==> src/rtl/mips_mem_pkg.sv <==
// mips_mem_pkg: shared LSU state/size encodings and the data-memory size constant
package mips_mem_pkg;
  typedef enum logic [1:0] {IDLE, ACCESS, RESP} lsu_state_t;
  typedef enum logic {SZ_WORD, SZ_BYTE} lsu_size_t;
  localparam logic [31:0] MEM_SIZE_DEFAULT = 32'h7FF;
endpackage

==> src/rtl/lsu_byte_shifter.sv <==
// lsu_byte_shifter: picks the store byte for the current beat and assembles load data big-endian
module lsu_byte_shifter
  import mips_mem_pkg::*;
#(
  parameter int SIZE = 32,
  parameter int W    = 8
) (
  input  logic [1:0]      cnt,
  input  lsu_size_t       sz,
  input  logic [SIZE-1:0] wdata,
  input  logic [SIZE-1:0] acc,
  input  logic [W-1:0]    mem_rdata,
  output logic [W-1:0]    wbyte,
  output logic [SIZE-1:0] acc_next,
  output logic [SIZE-1:0] load_data
);
  assign wbyte     = wdata[SIZE-1-W*int'(cnt) -: W];
  assign acc_next  = {acc[SIZE-W-1:0], mem_rdata};
  assign load_data = sz == SZ_BYTE ? {{(SIZE-W){1'b0}}, acc[W-1:0]} : acc;
endmodule

==> src/rtl/load_store_unit.sv <==
// load_store_unit: byte-serial lw/sw/lb/sb initiator to memoriaDatos; LSU_ALIGN_CHECK_EN rejects unaligned words
module load_store_unit
  import mips_mem_pkg::*;
#(
  parameter int          SIZE          = 32,
  parameter logic [31:0] SIZE_MEM      = MEM_SIZE_DEFAULT,
  parameter int          SIZE_WORD_MEM = 8
) (
  input  logic                     clk,
  input  logic                     rst_n,
  input  logic                     req_valid,
  output logic                     req_ready,
  input  logic                     req_write,
  input  logic                     req_byte,
  input  logic [SIZE-1:0]          req_addr,
  input  logic [SIZE-1:0]          req_wdata,
  output logic                     resp_valid,
  output logic [SIZE-1:0]          resp_rdata,
  output logic                     resp_err,
  output logic [SIZE-1:0]          mem_addr,
  output logic [SIZE_WORD_MEM-1:0] mem_wdata,
  output logic                     mem_we,
  output logic                     mem_re,
  input  logic [SIZE_WORD_MEM-1:0] mem_rdata
);
  lsu_state_t state, state_n;
  lsu_size_t sz;
  logic [SIZE-1:0] base, wdata, acc, acc_next, load_data;
  logic [SIZE_WORD_MEM-1:0] wbyte;
  logic [1:0] cnt;
  logic write, err, rdy, accept, bad, last, access;
  assign accept = req_valid && req_ready;
  assign access = state == ACCESS;
  assign last   = sz == SZ_BYTE ? cnt == 2'd0 : cnt == 2'd3;
`ifdef LSU_ALIGN_CHECK_EN
  assign bad = req_byte ? req_addr >= SIZE_MEM : (req_addr >= SIZE_MEM - 3 || req_addr[1:0] != 2'd0);
`else
  assign bad = req_byte ? req_addr >= SIZE_MEM : req_addr >= SIZE_MEM - 3;
`endif
  always_comb begin
    state_n = state;
    state_n = state == IDLE ? (accept ? (bad ? RESP : ACCESS) : IDLE) :
              access        ? (last ? RESP : ACCESS) : IDLE;
  end
  // rdy holds req_ready low through reset and releases it on the first edge afterwards
  always_ff @(posedge clk or negedge rst_n) begin
    if (!rst_n) begin
      state <= IDLE;
      rdy   <= 1'b0;
      base  <= '0;
      wdata <= '0;
      acc   <= '0;
      cnt   <= '0;
      write <= 1'b0;
      sz    <= SZ_WORD;
      err   <= 1'b0;
    end else begin
      state <= state_n;
      rdy   <= 1'b1;
      if (state == IDLE && accept) begin
        base  <= req_addr;
        wdata <= req_wdata;
        write <= req_write;
        sz    <= req_byte ? SZ_BYTE : SZ_WORD;
        err   <= bad;
        cnt   <= '0;
        acc   <= '0;
      end else if (access) begin
        cnt <= cnt + 2'd1;
        if (!write) acc <= acc_next;
      end
    end
  end
  lsu_byte_shifter #(.SIZE(SIZE), .W(SIZE_WORD_MEM)) u_shift (
    .cnt(cnt), .sz(sz), .wdata(wdata), .acc(acc), .mem_rdata(mem_rdata),
    .wbyte(wbyte), .acc_next(acc_next), .load_data(load_data)
  );
  assign req_ready  = rdy && state == IDLE;
  assign mem_addr   = access ? base + SIZE'(cnt) : '0;
  assign mem_we     = access && write;
  assign mem_re     = access && !write;
  assign mem_wdata  = mem_we ? wbyte : '0;
  assign resp_valid = state == RESP;
  assign resp_err   = resp_valid && err;
  assign resp_rdata = resp_valid && !err && !write ? load_data : '0;
endmodule

==> config.mk <==
export PLATFORM = sky130hd
export DESIGN_NAME = load_store_unit
export DESIGN_NICKNAME = d
export VERILOG_FILES = /design/src/rtl/mips_mem_pkg.sv /design/src/rtl/lsu_byte_shifter.sv /design/src/rtl/load_store_unit.sv
export SDC_FILE = /design/constraint.sdc
export NUM_CORES = 1
export LEC_CHECK = 0
export ABC_AREA = 1
export BUFFER_PORTS_ARGS = -buffer_cell sky130_fd_sc_hd__buf_2
export CAP_MARGIN = 20
export CORE_MARGIN = 5
export CORE_UTILIZATION = 35
export CTS_CLUSTER_SIZE = 20
export DETAILED_ROUTE_END_ITERATION = 6
export PLACE_DENSITY = 0.63
export SYNTH_ARGS = -nofsm -noshare
export SYNTH_HDL_FRONTEND = slang
export SYNTH_SLANG_ARGS = --single-unit
==> constraint.sdc <==
create_clock -name clk -period 1.8 [get_ports clk]
set_input_delay 0 -clock clk [delete_from_list [all_inputs] [get_ports clk]]
set_output_delay 0 -clock clk [all_outputs]
set_load 0.005 [all_outputs]
==> key figures, run 1 <==
Yosys
  – Synth Net Count: 874
  – Mean area per synthesized cell: about 7.0 um^2
  – Post-synthesis cell type count: 29
  – Post-synthesis sequential element count: 104
  – Gate count after technology mapping: 792
  – Cell taking the most area after synthesis: sky130_fd_sc_hd__dfrtp_1
  – Synth top area cells: sky130_fd_sc_hd__dfrtp_1 (47%), sky130_fd_sc_hd__nand2_1 (18%), sky130_fd_sc_hd__nor2_1 (11%), sky130_fd_sc_hd__o21ai_0 (5.2%), sky130_fd_sc_hd__inv_1 (5.1%)
  – Top cell type's share of synthesized area: between 40% and 50%
  – Register area share after synthesis: between 40% and 50%
  – Post-synth design cell area: approximately 0.0055 mm^2
  – Number of synthesis warnings: 0

Critical path
  – Critical path endpoint category: output port
  – Maximum fanout along the worst path: 5
  – Worst Setup Start Kind: register
  – Critical path data arrival time: 1980 ps
  – Setup CP Type: register to output port
  – Required time at the worst-slack endpoint: 1800 ps
  – Register-to-register path setup slack: between 300 and 400 ps

Finish
  – Proportion of layout cells with a drive suffix above 1: 25.9%
  – Final-stage net count: about 1100
  – Layout overhead on the synthesized area: 45.1%
  – Number of standard cells in the layout, taps in and fillers out: ~1300
  – Final Util: approximately half

Timing
  – Final period utilization: 110%
  – RSZ-0062 raised after global routing: yes
  – Max Clock Skew: 5.93 ps
  – Highest achievable clock rate: 506 MHz
  – Min Tclk post-route: 1980 ps
  – Number of failing hold endpoints at the final stage: 0
  – Setup ws final: -177 ps
  – Final slew viol count: 0
  – Setup violations, final: 29
  – Final sum of negative setup slack: -3060 ps

CTS
  – Max Buffers Root-to-Sink: 2
  – Clock latency on the worst-skew pair: 350 ps
  – Clock tree from TritonCTS: done
  – Clock root cell: sky130_fd_sc_hd__clkbuf_16
  – Clock sink count: 104
  – # H-tree levels: 3
  – CTS clock-pin slew for the worst setup and hold paths: 70 ps
  – Num CTS Buffers: 9

Placed design
  – Port Buf Inserts: 153
  – Cell total after placement: 1155
  – Total half-perimeter wirelength after legalization and detailed placement: 12800 um
  – GP Congestion: 0.943
  – Worst setup timing slack at the placement stage: -23.7 ps

GRT
  – Initial antenna violation count: 0
  – Number of global-route vias before repair: between 5000 and 6000
  – Gr ovfl total: 0
  – Global-route usage over all layers: 19.9%
  – Maximum number of pins on one net before global-route repair: 48
  – First-pass GRT wire length: 29000 um

Die
  – Area enclosed by the die boundary: roughly 0.018 mm^2
  – Starting density of the core: roughly a third
  – X dimension of the die: around 140 um
  – Number of top-level design ports: between 150 and 200
  – Core area: between 0.015 and 0.02 mm^2
  – Height of the die: 136 um
  – Site Rows: 46

Drt
  – Drt drc: 0
  – Number of nets with antenna violations after routing: 0
  – Routed length per instance: 14.5 um
  – First-pass iteration count of the detailed router: 5
  – Number of DRC markers after the initial detailed-route iteration: 316
  – Number of vias per cell: 4.66
  – Vias after detailed routing: 5864
  – Routed Wire Length: 18300 um

Power
  – Power Dens Cells: 702 mW/mm^2
  – Pleak: 3.99 nW
  – Maximum resistive drop on vdd: 0.550 mV
  – Final Total Pwr: 5.64 mW

Status
  – Violations in the final reports: negative setup slack
  – Outcome: finished with violations

Worst hold path
  – Class of the most critical hold timing path: primary input to asynchronous set/reset pin

Job
  – Max-capacitance violation count: 0
-- stage by stage --
stage | hold slack [ps] | cell area, um^2
3_5_place_dp | -44.3 | 6670
2_1_floorplan | -296 | 5540
4_1_cts | 106 | 7860
6_report | 107 | 8040
5_1_grt | 146 | 8040
3_3_place_gp | -53.1 | 6670
-- logic make-up after synthesis --
kind of cell | Yosys count | synth area share, %
flip-flops | 104 | 47.0
XOR/XNOR | 6 | 0.948
adder cells (fa/ha/maj) | 5 | 1.26
buffers and inverters | 109 | 8.04
AO/OA/AOI/OAI | 102 | 9.82
AND/OR/NAND/NOR | 465 | 32.9
other | 1 | 0.0677
-- placed cells by master (no fill, tap or decap), drive strengths merged --
cell type,count
nor3,4
buf,186
fa,1
nor2,160
xor2,2
nand3b,1
dfrtp,104
clkinv,4
diode,1
xnor2,4
o21ai,61
a21oi,17
nor3b,3
nand2,275
ha,4
clkbuf,11
inv,82
conb,1
o22ai,24
dlygate4sd3,75
nand3,22
-- report_power, final --
part | switching, mW | internal, mW | total, mW | leakage [nW]
combinational | 0.498 | 0.421 | 0.919 | 2.51
clock | 0.925 | 0.991 | 1.92 | 0.142
sequential | 0.236 | 2.57 | 2.81 | 1.33
-- Yosys cell counts --
cell type / count
sky130_fd_sc_hd__conb_1: 1
sky130_fd_sc_hd__nand3b_1: 1
sky130_fd_sc_hd__xor2_1: 2
sky130_fd_sc_hd__nor2_2: 2
sky130_fd_sc_hd__nor3b_2: 1
sky130_fd_sc_hd__ha_1: 4
sky130_fd_sc_hd__buf_2: 13
sky130_fd_sc_hd__a21oi_1: 17
sky130_fd_sc_hd__dfrtp_1: 104
sky130_fd_sc_hd__xnor2_1: 4
sky130_fd_sc_hd__o22ai_1: 24
sky130_fd_sc_hd__o21ai_2: 1
sky130_fd_sc_hd__nor3b_1: 2
sky130_fd_sc_hd__fa_1: 1
sky130_fd_sc_hd__nand2_1: 272
sky130_fd_sc_hd__nand3_1: 22
sky130_fd_sc_hd__o21ai_0: 58
sky130_fd_sc_hd__nor2_1: 157
sky130_fd_sc_hd__o21ai_1: 2
sky130_fd_sc_hd__nor3_2: 1
sky130_fd_sc_hd__nand2_2: 3
sky130_fd_sc_hd__clkbuf_2: 1
sky130_fd_sc_hd__nor2_4: 1
sky130_fd_sc_hd__nor3_1: 3
sky130_fd_sc_hd__inv_1: 75
sky130_fd_sc_hd__clkinv_1: 1
sky130_fd_sc_hd__buf_4: 5
sky130_fd_sc_hd__inv_2: 5
sky130_fd_sc_hd__clkbuf_1: 9
-- critical path: stages, from the launching register on --
cell and delay [ps]:
sky130_fd_sc_hd__dfrtp_1 390, sky130_fd_sc_hd__ha_2 200, sky130_fd_sc_hd__fa_2 370, sky130_fd_sc_hd__nand2_4 130, sky130_fd_sc_hd__nor2_4 50, sky130_fd_sc_hd__nand2_4 100
sky130_fd_sc_hd__buf_12 110, sky130_fd_sc_hd__o21ai_2 40, sky130_fd_sc_hd__a21oi_1 110, sky130_fd_sc_hd__buf_2 130
-- repair_timing --
item,4_1_cts,5_1_grt
hold buffers,75,0
pin swaps,19,25
gates resized for setup,40,41
endpoints found under the hold margin,178,0
buffers inserted,6,6
endpoints found under the setup margin,37,64
-- worst paths after layout --
kind / end / depth (start not counted) / startpoint
worst min register to register: wdata[23]$_DFFE_PN0P_ / 2 / wdata[23]$_DFFE_PN0P_
worst min-delay path: base[21]$_DFFE_PN0P_ / 2 / rst_n
worst max register to register: write$_DFFE_PN0P_ / 6 / state[0]$_DFF_PN0_
max in group asynchronous: acc[4]$_DFFE_PN0P_ / 3 / rst_n
min in group clk: wdata[8]$_DFFE_PN0P_ / 5 / req_valid
worst max-delay path: mem_addr[8] / 9 / base[0]$_DFFE_PN0P_
-- sequential cells by signal, summed over array words and instances, names as in the netlist, 2 cells and up --
register / count
acc: 32
base: 32
cnt: 2
state: 2
wdata: 32
-- final cells by class --
cell class | count | area (um^2)
Multi-Input combinational cell | 579 | 2720
Timing Repair Buffer | 261 | 1850
Inverter | 81 | 308
Clock inverter | 5 | 38.8
Sequential cell | 104 | 2610
Antenna cell | 1 | 2.50
Clock buffer | 11 | 243
Fill cell | 1566 | 7670
Tap cell | 216 | 270
-- routing by layer --
metal | share of wire (%) | global-route usage, % | up-vias
met5 | 0 | 0 | -
met4 | 1.2 | 3.98 | 0
met3 | 6.6 | 5.22 | 18
met2 | 47 | 32.3 | 159
met1 | 45 | 27.2 | 2747
li1 | - | - | 2940
Note: power is estimated with default switching activity, not from simulation.
==> run 2: changes to the inputs <==
Settings changed: CORE_ASPECT_RATIO set to 1.2, CTS_CLUSTER_SIZE 20 to not set, RECOVER_POWER set to 25.
==> key figures, run 2 (synthesis results as in run 1) <==
Timing
  – RSZ-0062 raised after global routing: yes
  – Final sum of negative setup slack: -3620 ps
  – Number of failing hold endpoints at the final stage: 0
  – Worst relative slew slack: 36.3%
  – Min Tclk post-route: between 2000 and 2500 ps
  – Highest achievable clock rate: about 500 MHz
  – Worst Max-Slew Pin Slew: between 900 and 1000 ps
  – Final slew viol count: 0
  – Setup violations, final: 29
  – Final period utilization: 111%
  – Setup ws final: -202 ps
  – Max Clock Skew: 8.03 ps

Critical path
  – Most frequent cell on the critical path: sky130_fd_sc_hd__nand2_4
  – Worst R2R Path Depth: 6
  – Register-to-register path setup slack: 280 ps
  – Startpoint of the lowest-slack register-to-register path: state[0]$_DFF_PN0_
  – Critical R2R Capture: base[3]$_DFFE_PN0P_
  – Max stage delay cell, worst path: sky130_fd_sc_hd__dfrtp_1
  – Timing startpoint of the critical path: base[0]$_DFFE_PN0P_
  – Worst Setup Start Kind: register
  – Crit path cell chain: ha_4 -> fa_2 -> nand2_4 -> nor2_4 -> nand2_4 -> nor2_2 -> xnor2_1 -> nor2_1 -> buf_2
  – Setup CP Type: register to output port
  – Timing endpoint of the critical path: mem_addr[16]
  – Required time at the worst-slack endpoint: between 1500 and 2000 ps
  – Critical path data arrival time: 2000 ps
  – Crit-path max cell delay: 420 ps
  – Critical path endpoint category: output port
  – Maximum fanout along the worst path: 4

Drt
  – Routed length per instance: 14.7 um
  – Number of vias per cell: 4.73
  – Drt drc: 0
  – First-pass iteration count of the detailed router: 4
  – Number of nets with antenna violations after routing: 0
  – Vias after detailed routing: 5864
  – Number of DRC markers after the initial detailed-route iteration: 288
  – Routed Wire Length: between 15000 and 20000 um

Placed design
  – Cell total after placement: 1141
  – Total half-perimeter wirelength after legalization and detailed placement: ~13000 um
  – GP Congestion: around 0.93
  – Cell Area, Placed: 0.00660 mm^2
  – Port Buf Inserts: between 150 and 200
  – Worst setup timing slack at the placement stage: -25.7 ps

Power
  – Power Dens Cells: 703 mW/mm^2
  – Final Total Pwr: between 5 and 6 mW
  – Clock network fraction of design power: ~34%
  – Switching portion of total power: 29.9%
  – Pleak: 3.93 nW
  – Reg power frac: about 50%
  – Internal portion of total power: 3.93 mW
  – Combinational share of power: between 10% and 20%
  – Maximum resistive drop on vdd: 0.447 mV
  – Net load switching power: 1.68 mW

GRT
  – Maximum number of pins on one net before global-route repair: 66
  – Number of global-route vias before repair: 5812
  – Global-route usage over all layers: 19.5%
  – Initial antenna violation count: 0
  – First-pass GRT wire length: 29000 um
  – Gr ovfl total: 0

Status
  – Outcome: finished with violations
  – Violations in the final reports: negative setup slack

Finish
  – Proportion of layout cells with a drive suffix above 1: roughly 25%
  – Number of standard cells in the layout, taps in and fillers out: 1241
  – Most frequent standard cell in the layout excluding fill and tap cells: sky130_fd_sc_hd__nand2_1
  – Final-stage net count: 1110
  – Most frequent cells in the layout: sky130_fd_sc_hd__nand2_1 (263), sky130_fd_sc_hd__buf_2 (152), sky130_fd_sc_hd__nor2_1 (143)
  – Summed area of non-filler cells in the final layout: 0.00797 mm^2
  – Top Registers: acc (32), base (32), wdata (32)
  – Antenna cells: 0
  – Layout overhead on the synthesized area: 43.8%

CTS
  – CTS clock-pin slew for the worst setup and hold paths: 70 ps
  – Max Buffers Root-to-Sink: 2
  – Clock sink count: between 100 and 150
  – Clock tree from TritonCTS: done
  – Num CTS Buffers: 9
  – Clock latency on the worst-skew pair: 360 ps
  – Clock root cell: sky130_fd_sc_hd__clkbuf_16
  – # H-tree levels: 3

Worst hold path
  – Class of the most critical hold timing path: primary input to register

Die
  – Starting density of the core: 35.6%
  – Area enclosed by the die boundary: 0.0185 mm^2
  – Site Rows: 50
  – X dimension of the die: 125 um
  – Number of top-level design ports: 154
  – Height of the die: between 100 and 150 um
  – Core area: 0.0156 mm^2

Job
  – Max-capacitance violation count: 0
[run 2: worst min-delay path by stage]
stage / from / endpoint / cells past startpoint / slack (ps)
after detailed placement: rst_n / wdata[10]$_DFFE_PN0P_ / 1 / 7
after floorplan: rst_n / acc[0]$_DFFE_PN0P_ / 0 / -300
after CTS: req_valid / cnt[0]$_DFFE_PN0P_ / 4 / 90
after global routing: req_valid / cnt[0]$_DFFE_PN0P_ / 4 / 120
after global placement: rst_n / wdata[11]$_DFFE_PN0P_ / 1 / 2
final: req_valid / cnt[0]$_DFFE_PN0P_ / 4 / 80
[run 2: routing by layer]
metal | wire length, um | GRT usage (%)
met1 | 7760 | 23.8
met5 | 0 | 0
met3 | 1040 | 4.55
met2 | 9030 | 33.9
met4 | 366 | 6.62
[run 2: cell type report]
class	instances	area (um^2)
Clock buffer	9	225
Clock inverter	7	52.6
Fill cell	1508	7610
Inverter	81	318
Multi-Input combinational cell	579	2700
Sequential cell	104	2610
Tap cell	208	260
Timing Repair Buffer	253	1810
[run 2: worst max-delay path: cells and delay by family (launching register included)]
family        cells  cell delay (ps)
xor+xnor          1              120
fa+ha+maj         2              550
buf+inv           1              130
flops             1              420
simple gates      5              430
[run 2: power by group through the flow]
| stage | clock network [mW] | registers (mW) | logic [mW] |
|---|---|---|---|
| 2_1_floorplan | 0 | 2.75 | 0.455 |
| 3_3_place_gp | 0 | 2.82 | 0.718 |
| 3_5_place_dp | 0 | 2.82 | 0.728 |
| 4_1_cts | 1.97 | 2.78 | 0.887 |
| 5_1_grt | 2.05 | 2.83 | 1.02 |
| 6_report | 1.91 | 2.80 | 0.894 |
[run 2: per-stage QoR]
step	hold slack [ps]	utilization, %
final	83.9	51.2
after global placement	1.73	42.4
after CTS	91.9	50.2
after detailed placement	6.98	42.4
after floorplan	-296	-
after global routing	119	51.2
[run 2: timing repair]
action                                  in CTS  in global routing
pin swaps                                   18                 14
setup buffers                                8                  1
hold buffers                                75                  0
endpoints found under the setup margin      39                 46
hold endpoints to repair                   108                  0
resized for setup                           50                 35
gates cloned                                 0                  1
